$ cat config.mk
export PLATFORM = sky130hd
export DESIGN_NAME = uart_frame_ctrl
export DESIGN_NICKNAME = d
export VERILOG_FILES = /design/src/rtl/uart_frame_ctrl.sv
export SDC_FILE = /design/constraint.sdc
export NUM_CORES = 1
export LEC_CHECK = 0
export CORE_MARGIN = 5
export CORE_UTILIZATION = 35
export CTS_CLUSTER_DIAMETER = 40
export CTS_CLUSTER_SIZE = 28
export DETAILED_ROUTE_END_ITERATION = 10
export PLACE_DENSITY = 0.55
export SLEW_MARGIN = 40
export SYNTH_ARGS = -nofsm -noshare
export SYNTH_HDL_FRONTEND = slang
export SYNTH_SLANG_ARGS = --single-unit
export TNS_END_PERCENT = 20
$ cat constraint.sdc
create_clock -name clk -period 6.35 [get_ports clk]
set_input_delay 0.9525 -clock clk [delete_from_list [all_inputs] [get_ports clk]]
set_output_delay 0.9525 -clock clk [all_outputs]
set_load 0.02 [all_outputs]
$ cat src/rtl/uart_frame_ctrl.sv
// uart_frame_ctrl: parses 55 AA addr len payload sum frames and replays the payload as register writes
module uart_frame_ctrl #(
  parameter int MAX_LEN = 16,
  parameter int TIMEOUT = 160,
  parameter logic [7:0] HDR0 = 8'h55,
  parameter logic [7:0] HDR1 = 8'hAA
) (
  input  logic       clk,
  input  logic       rst_n,
  input  logic       clken_16bps,
  input  logic [7:0] rxd_data,
  input  logic       rxd_flag,
  output logic       wr_en,
  output logic [7:0] wr_addr,
  output logic [7:0] wr_data,
  input  logic       wr_ready,
  output logic       frame_ok,
  output logic       frame_err,
  output logic [1:0] err_code,
  output logic       busy
);
  typedef enum logic [2:0] {S_HDR0, S_HDR1, S_ADDR, S_LEN, S_DATA, S_SUM, S_COMMIT} state_t;
  localparam int IW = MAX_LEN > 1 ? $clog2(MAX_LEN) : 1;
  state_t state, state_n;
  logic [7:0] idx, idx_n, sum, sum_n, base, base_n, len, len_n, wr_addr_n, wr_data_n;
  logic [15:0] cnt, cnt_n;
  logic [1:0] code_n;
  logic wr_en_n, err_n, expire, last, we;
  logic [7:0] mem [MAX_LEN];
  assign last = idx == len - 8'd1;
  assign busy = state != S_HDR0;
  assign frame_ok = state == S_COMMIT && wr_en && wr_ready && last;
  // a byte arriving on the expiry tick wins over the timeout
  assign expire = !rxd_flag && clken_16bps && state != S_HDR0 && state != S_COMMIT && cnt == 16'(TIMEOUT - 1);
  always_comb begin
    state_n = state;
    idx_n = idx;
    sum_n = sum;
    base_n = base;
    len_n = len;
    wr_en_n = wr_en;
    wr_addr_n = wr_addr;
    wr_data_n = wr_data;
    err_n = 1'b0;
    code_n = err_code;
    we = 1'b0;
    cnt_n = (rxd_flag || expire || state == S_HDR0 || state == S_COMMIT) ? '0 : clken_16bps ? cnt + 16'd1 : cnt;
    if (expire) begin
      state_n = S_HDR0;
      err_n = 1'b1;
      code_n = 2'd3;
    end else if (rxd_flag) begin
      case (state)
        S_HDR0: state_n = rxd_data == HDR0 ? S_HDR1 : S_HDR0;
        S_HDR1: state_n = rxd_data == HDR1 ? S_ADDR : rxd_data == HDR0 ? S_HDR1 : S_HDR0;
        S_ADDR: begin
          base_n = rxd_data;
          sum_n = rxd_data;
          state_n = S_LEN;
        end
        S_LEN: begin
          if (rxd_data == 8'd0 || rxd_data > 8'(MAX_LEN)) begin
            err_n = 1'b1;
            code_n = 2'd1;
            state_n = S_HDR0;
          end else begin
            len_n = rxd_data;
            sum_n = sum + rxd_data;
            idx_n = 8'd0;
            state_n = S_DATA;
          end
        end
        S_DATA: begin
          we = 1'b1;
          sum_n = sum + rxd_data;
          idx_n = idx + 8'd1;
          state_n = last ? S_SUM : S_DATA;
        end
        S_SUM: begin
          if (rxd_data == sum) begin
            idx_n = 8'd0;
            state_n = S_COMMIT;
          end else begin
            err_n = 1'b1;
            code_n = 2'd2;
            state_n = S_HDR0;
          end
        end
        default: ;
      endcase
    end
    if (state == S_COMMIT) begin
      if (!wr_en) begin
        wr_en_n = 1'b1;
        wr_addr_n = base + idx;
        wr_data_n = mem[idx[IW-1:0]];
      end else if (wr_ready) begin
        if (last) begin
          wr_en_n = 1'b0;
          state_n = S_HDR0;
        end else begin
          idx_n = idx + 8'd1;
          wr_addr_n = base + idx_n;
          wr_data_n = mem[idx_n[IW-1:0]];
        end
      end
    end
  end
  always_ff @(posedge clk or negedge rst_n) begin
    if (!rst_n) begin
      state <= S_HDR0;
      idx <= '0;
      sum <= '0;
      base <= '0;
      len <= '0;
      cnt <= '0;
      wr_en <= 1'b0;
      wr_addr <= '0;
      wr_data <= '0;
      frame_err <= 1'b0;
      err_code <= '0;
    end else begin
      state <= state_n;
      idx <= idx_n;
      sum <= sum_n;
      base <= base_n;
      len <= len_n;
      cnt <= cnt_n;
      wr_en <= wr_en_n;
      wr_addr <= wr_addr_n;
      wr_data <= wr_data_n;
      frame_err <= err_n;
      err_code <= code_n;
    end
  end
  always_ff @(posedge clk) if (we) mem[idx[IW-1:0]] <= rxd_data;
endmodule
After elaboration in Yosys (flattened, before gate mapping):

Memory sizes are Yosys's and may differ from the RTL's.
Cells that the tools add are included.

* bits in read-only memories: 0
* memories kept: 1
* bits in writable memories: 128
* latch bits: 0
* output and inout bits: 22
* register bits after elaboration: 71
* logic and storage cells: 111

Memory list
* mem: depth 16, width 8, rd ports 2, clocked after memory_dff 0, write ports 1, line 29 `logic [7:0] mem [MAX_LEN];`

* shift operators: 0
* equality and inequality tests: 17
* add/sub/neg operators: 6
* bitwise gates (word level): 2
* divide/modulo/power cells: 0
* reduce and logical (&&, ||, !) cells: 24
* multiplexer cells: 49
* $mul: 0
* order comparisons: 1

Operators with widths (number)
* $mux W8: 15
* $pmux W8 S3: 2
* $mux W16: 2
* $add A8 B8 Y8: 3
* $mux W3: 8
* $pmux W3 S6: 1
* $add A16 B1 Y16 const B: 1
* $eq A16 B8 Y1 const B: 1
* $eq A8 B8 Y1: 2
* $mux W1: 14
* $reduce_and A4 Y1: 3
* $mux W2: 5
* $eq A3 B3 Y1 const B: 3
* $ne A3 B3 Y1 const B: 3
* $reduce_bool A3 Y1: 3
* $add A8 B1 Y8 const B: 1
* $eq A8 B7 Y1 const B: 1
* $eq A8 B8 Y1 const B: 1
* $gt A8 B5 Y1 const B: 1
* $logic_not A8 Y1: 1
* $sub A8 B1 Y8 const B: 1
* $logic_and A1 B1 Y1: 7
* $eq A3 B2 Y1 const B: 2
* $reduce_and A3 Y1: 2
* other kinds (10): 16

Longest topological paths before layout:

* word-level depth: 10
* mapped depth: 17

Worst setup path after synthesis:

OpenSTA, ideal clock, no wires.

* path kind: register to register
* start: register idx[0]
* end: register wr_addr[7]
* path buffers: 5
* required time: 6.226 ns
* data arrival time: 3.667 ns
* path slack: 2.559 ns
* period minus slack after synthesis: 3.791 ns
* cell stages (with the launch flop): 18
* cell sequence: dfrtp_1 buf_2 buf_2 buf_1 inv_1 ha_1 buf_2 buf_1 nand2_1 o21ai_0 ha_1 a211oi_1 o21bai_1 a21o_1 a21o_1 a21oi_1 xnor2_1 o21ai_1

* word-level cells in the longest chain between the ends: 5

Ends and longest elaborated chain
* start: declaration: line 25 `logic [7:0] idx, idx_n, sum, sum_n, base, base_n, len, len_n, wr_addr_n, wr_data_n;`
* start signal: assignment: line 124 `idx <= idx_n;`
* $add A8 B1 Y8: line 102 `idx_n = idx + 8'd1;`
* $add A8 B8 Y8: line 103 `wr_addr_n = base + idx_n;`
* $mux W8: line 98 `if (last) begin`
* $mux W8: line 97 `end else if (wr_ready) begin`
* $mux W8: line 93 `if (!wr_en) begin`
* end signal: assignment: line 130 `wr_addr <= wr_addr_n;`
* end: declaration: line 14 `output logic [7:0] wr_addr,`

Several ways; a longest one is shown, not always the timed one. The select of a mux whose other input is x is not followed.
A chain may end at the register's enable or synchronous reset.

Final worst setup path:

* start: register idx[2]
* end: output frame_ok

* word-level cells in the longest chain between the ends: 2

Ends and longest elaborated chain
* $eq A8 B8 Y1: line 30 `assign last = idx == len - 8'd1;`
* $logic_and A1 B1 Y1: line 32 `assign frame_ok = state == S_COMMIT && wr_en && wr_ready && last;`
* end: declaration: line 17 `output logic frame_ok,`

Every way passes these cells.

==> impl.org <==
** Timing
- After routing, the total negative slack on setup checks comes to 0 ns.
- Pin slew with the least headroom to its limit :: 0.793 ns
- Worst setup margin :: 1.86 ns
- Min Tclk post-route :: 4.49 ns
- Unrepaired setup endpoints after global routing :: no
- Final Max Slew Viols :: 0
- Measured against its own limit, the worst slew margin works out to 46.8%.
- On the final layout, the worst clock skew is 0.0139 ns.
- Period Utilization, post-route :: 70.8%
- FMAX :: 223 MHz
- The number of hold-slack violations in the final timing report came to 0.
- Across all hold checks on the routed design, the worst slack comes to 0.482 ns.
- Final setup viols :: 0

** Logic synthesis
- Post-Syn Area :: 10200 um^2
- Register area share after synthesis :: 55.1%
- Average instance area after synthesis :: 13.9 um^2
- The biggest area contributor in the post-synthesis netlist is edfxtp_1.
- Synthesized flop and latch total :: 199
- Most used standard cells in the synthesized netlist :: edfxtp_1, mux4_2, dfrtp_1
- Yosys attributes the largest share of cell area to edfxtp_1, dfrtp_1, mux4_2.
- During synthesis, Yosys emitted a total of 0 warnings.
- By instance count, the leading cell after synthesis is edfxtp_1.
- Post-Syn Nets :: 771
- The share of synthesized area in the top cell type comes to 37.7%.
- The most used flip-flop cell after synthesis is edfxtp_1.
- In this run, synthesis inferred 128 flip-flops with an integrated enable.
- The synthesized netlist contains 63 unique library cells.
- In the synthesized netlist the async set-or-reset flop fraction comes to 35.7%.
- Number of standard cells after synthesis :: 736

** Routing
- The first detailed-routing pass took 4 iterations.
- Wire segments on met3 add up to 886 um in the final route.
- After detailed routing, the wire length on met1 is 11.2 mm.
- Detailed router's first-iteration violation count :: 429
- Across all layers, the routed design uses 6160 vias.
- Post-DR vias/cell :: 5.31
- After detailed routing, the average wire length per cell comes to 20.2 um.
- After detailed routing, the number of remaining DRC violations is 0.
- Final wirelength :: 23.4 mm
- Total met2 wirelength after detailed routing :: 11.1 mm
- Post-route antenna net violation count :: 0
- The highest metal layer carrying signal wires in the routed design is met4.

** Global route
- Global routing consumed, over all layers together, 14.6% of the routing resources.
- The first global-routing pass estimated 37.1 mm of wire.
- The number of antenna violations at the first check in global routing came to 0.
- After global routing the overflow that remains totals 0.
- The number of global-route vias before repair is 6106.
- Entering global routing, the biggest net connects 72 pins.

** Cells and area
- Nets :: 798
- Cells with a size suffix above 1 make up 20.5% of the layout.
- Counting the fill cells in the layout gives 2638.
- The number of antenna diodes in the final layout is 0.
- The area growth from synthesis to layout is 13.4%.
- Final instance area :: 11600 um^2

** Power
- Portion of total power attributed to sequential cells :: 47.6%
- Static leakage power :: 0.00422 uW
- Net switching is 28.0% of the power.
- Power share of the clock group :: 33.7%
- Net switching power figure :: 844 uW
- Part of the power in combinational logic :: 18.7%
- Cell Int Power :: 2170 uW
- Power spread over the standard cell area amounts to 261 nW/um^2.
- Max rail drop VDD :: 0.219 mV

** CTS
- After clock tree synthesis, the setup repair step added 0 buffers.
- After clock tree synthesis, the clock-pin slew on the worst setup and hold paths is 0.07 ns.
- The number of clock buffers added by TritonCTS is 17.
- Clock tree from TritonCTS :: done
- In this run the deepest clock path goes through 2 buffers.
- The tree is rooted in a clkbuf_16.
- CTS HTree Levels :: 4
- CTS saw 199 sinks.
- Clock latency on the worst-skew pair, taken at its later pin, is 0.43 ns.
- Hold bufs inserted after CTS :: 0
- Resized cells post-CTS :: 0

** Setup path
- The largest single stage delay on the critical path is 0.69 ns.
- The worst setup path is of the reg -> out kind.
- The slowest stage of the critical path belongs to the cell dfrtp_1.
- The worst register-to-register path has a setup slack of 2.86 ns.
- The signal on the critical path passes through inv_1 -> a21oi_1 -> a31oi_1 -> a2111o_1 -> or2_1 -> nor2_1 -> clkdlybuf4s50_1.
- The worst register-to-register path has a depth of 9.
- The worst setup path is launched from a flop.
- STA classifies the critical path endpoint as an output port.
- Reg-to-reg startpoint :: idx[1]
- WP data arrival :: 3.54 ns
- On the critical path the largest part of the delay comes from buffers and inverters.
- The worst register-to-register path ends at wr_data[5].
- The number of buffers and inverters on the critical path is 2.
- Logic depth of the worst setup path including buffers :: 7
- In this run the worst path has a maximum fanout of 13.
- At the worst endpoint, the required time is 5.40 ns.

** Worst hold path
- Launch point of the worst hold path :: wr_data[6]
- Hold worst-path end :: wr_data[6]
- Worst min-delay path class :: reg -> reg
- Worst hold path stage count :: 2

** Die
- Die span in x :: 181 um
- Total Die Area :: 32700 um^2
- Core Rows :: 62
- Num ports :: 35
- Initial Util :: 35.5%
- Measured along the y axis, the die boundary spans 181 um.
- Core Box Area :: 28800 um^2

** Placement
- Post-placement worst setup slack :: 2.29 ns
- Summed over all nets, the half-perimeter wirelength after detailed placement is 15.5 mm.
- Placement-stage cell area :: 11000 um^2
- Count of input and output buffers :: 34
- The congestion estimate from routability-driven global placement came to 0.769.

** Job
- Across the run, the number of max-cap violations was 0.

** Outcome
- Run status :: completed
## layer usage
metal,track usage (%),up-vias
met5,0,-
met4,3.15,0
met3,2.51,20
met2,23.3,112
met1,21.3,3163
li1,-,2865
## final cells by class
type,instances,area [um^2],area share (%)
clock buffer,18,429,3.71
clock inverter,14,101,0.876
inverter,22,82.6,0.714
multi-input combinational,475,4410,38.1
sequential,199,5630,48.6
tap,384,480,4.15
timing repair buffer,48,445,3.85
## worst max-delay path by stage
stage | end | startpoint
floorplan | wr_addr[7] | idx[0]
global placement | sum[6] | rxd_data[3]
detailed placement | frame_ok | idx[2]
CTS | frame_ok | idx[2]
global route | frame_ok | idx[2]
finish | frame_ok | idx[2]
## state kept, by name (all words and copies together), names as in the netlist
signal     cells
state          3
wr_addr        8
cnt           16
idx            8
frame_err      1
len            8
err_code       2
wr_data        8
sum            8
base           8
mem          128
wr_en          1
## cells by family after synthesis
kind of cell / synth area share, %
buf+inv: 2.51
fa+ha+maj: 2.84
mux: 19.2
compound gates: 7.29
flops: 55.1
simple gates: 8.99
xor+xnor: 4.11
## placed cells by master, fill, tap and decap left out, drive strengths merged, types with 4 or more instances in the layout
cell | synthesis | layout
edfxtp | 128 | 128
mux2 | 14 | 14
clkinv | 0 | 5
and3 | 10 | 10
o21ai | 38 | 38
a21o | 7 | 7
dfrtp | 71 | 71
nor2 | 54 | 54
inv | 22 | 30
buf | 22 | 16
nand2b | 7 | 7
a221oi | 6 | 6
nand4 | 7 | 7
a211oi | 4 | 4
nor3 | 14 | 14
mux4 | 72 | 72
and2 | 10 | 10
clkdlybuf4s50 | 0 | 32
xnor2 | 24 | 24
xor2 | 23 | 23
clkbuf | 18 | 18
o22ai | 10 | 10
nand2 | 54 | 54
nor4 | 6 | 6
nand3 | 8 | 8
mux2i | 18 | 18
nor2b | 4 | 4
a21oi | 28 | 28
ha | 20 | 20
## tightest hold or removal path: stages, from the launching register on
cell and delay (ns):
dfrtp_1 0.34, nand2_1 0.05, o21ai_1 0.06
## power by group through the flow
| stage | combinational, uW | clock (uW) | sequential (uW) |
|---|---|---|---|
| final | 565 | 1020 | 1430 |
| after global routing | 616 | 1090 | 1440 |
| after CTS | 569 | 1040 | 1430 |
| after detailed placement | 565 | 0 | 1460 |
| after global placement | 567 | 0 | 1460 |
| after floorplan | 431 | 0 | 1440 |
## metrics by stage
stage / total power (uW) / util, % / instances
CTS: 3040 / 40.2 / 1160
global route: 3150 / 40.2 / 1160
finish: 3020 / 40.2 / 1160
floorplan: 1870 / - / 736
detailed placement: 2030 / 38.3 / 1128
global placement: 2030 / 38.2 / 1128
(Power assumes the default switching activity.)
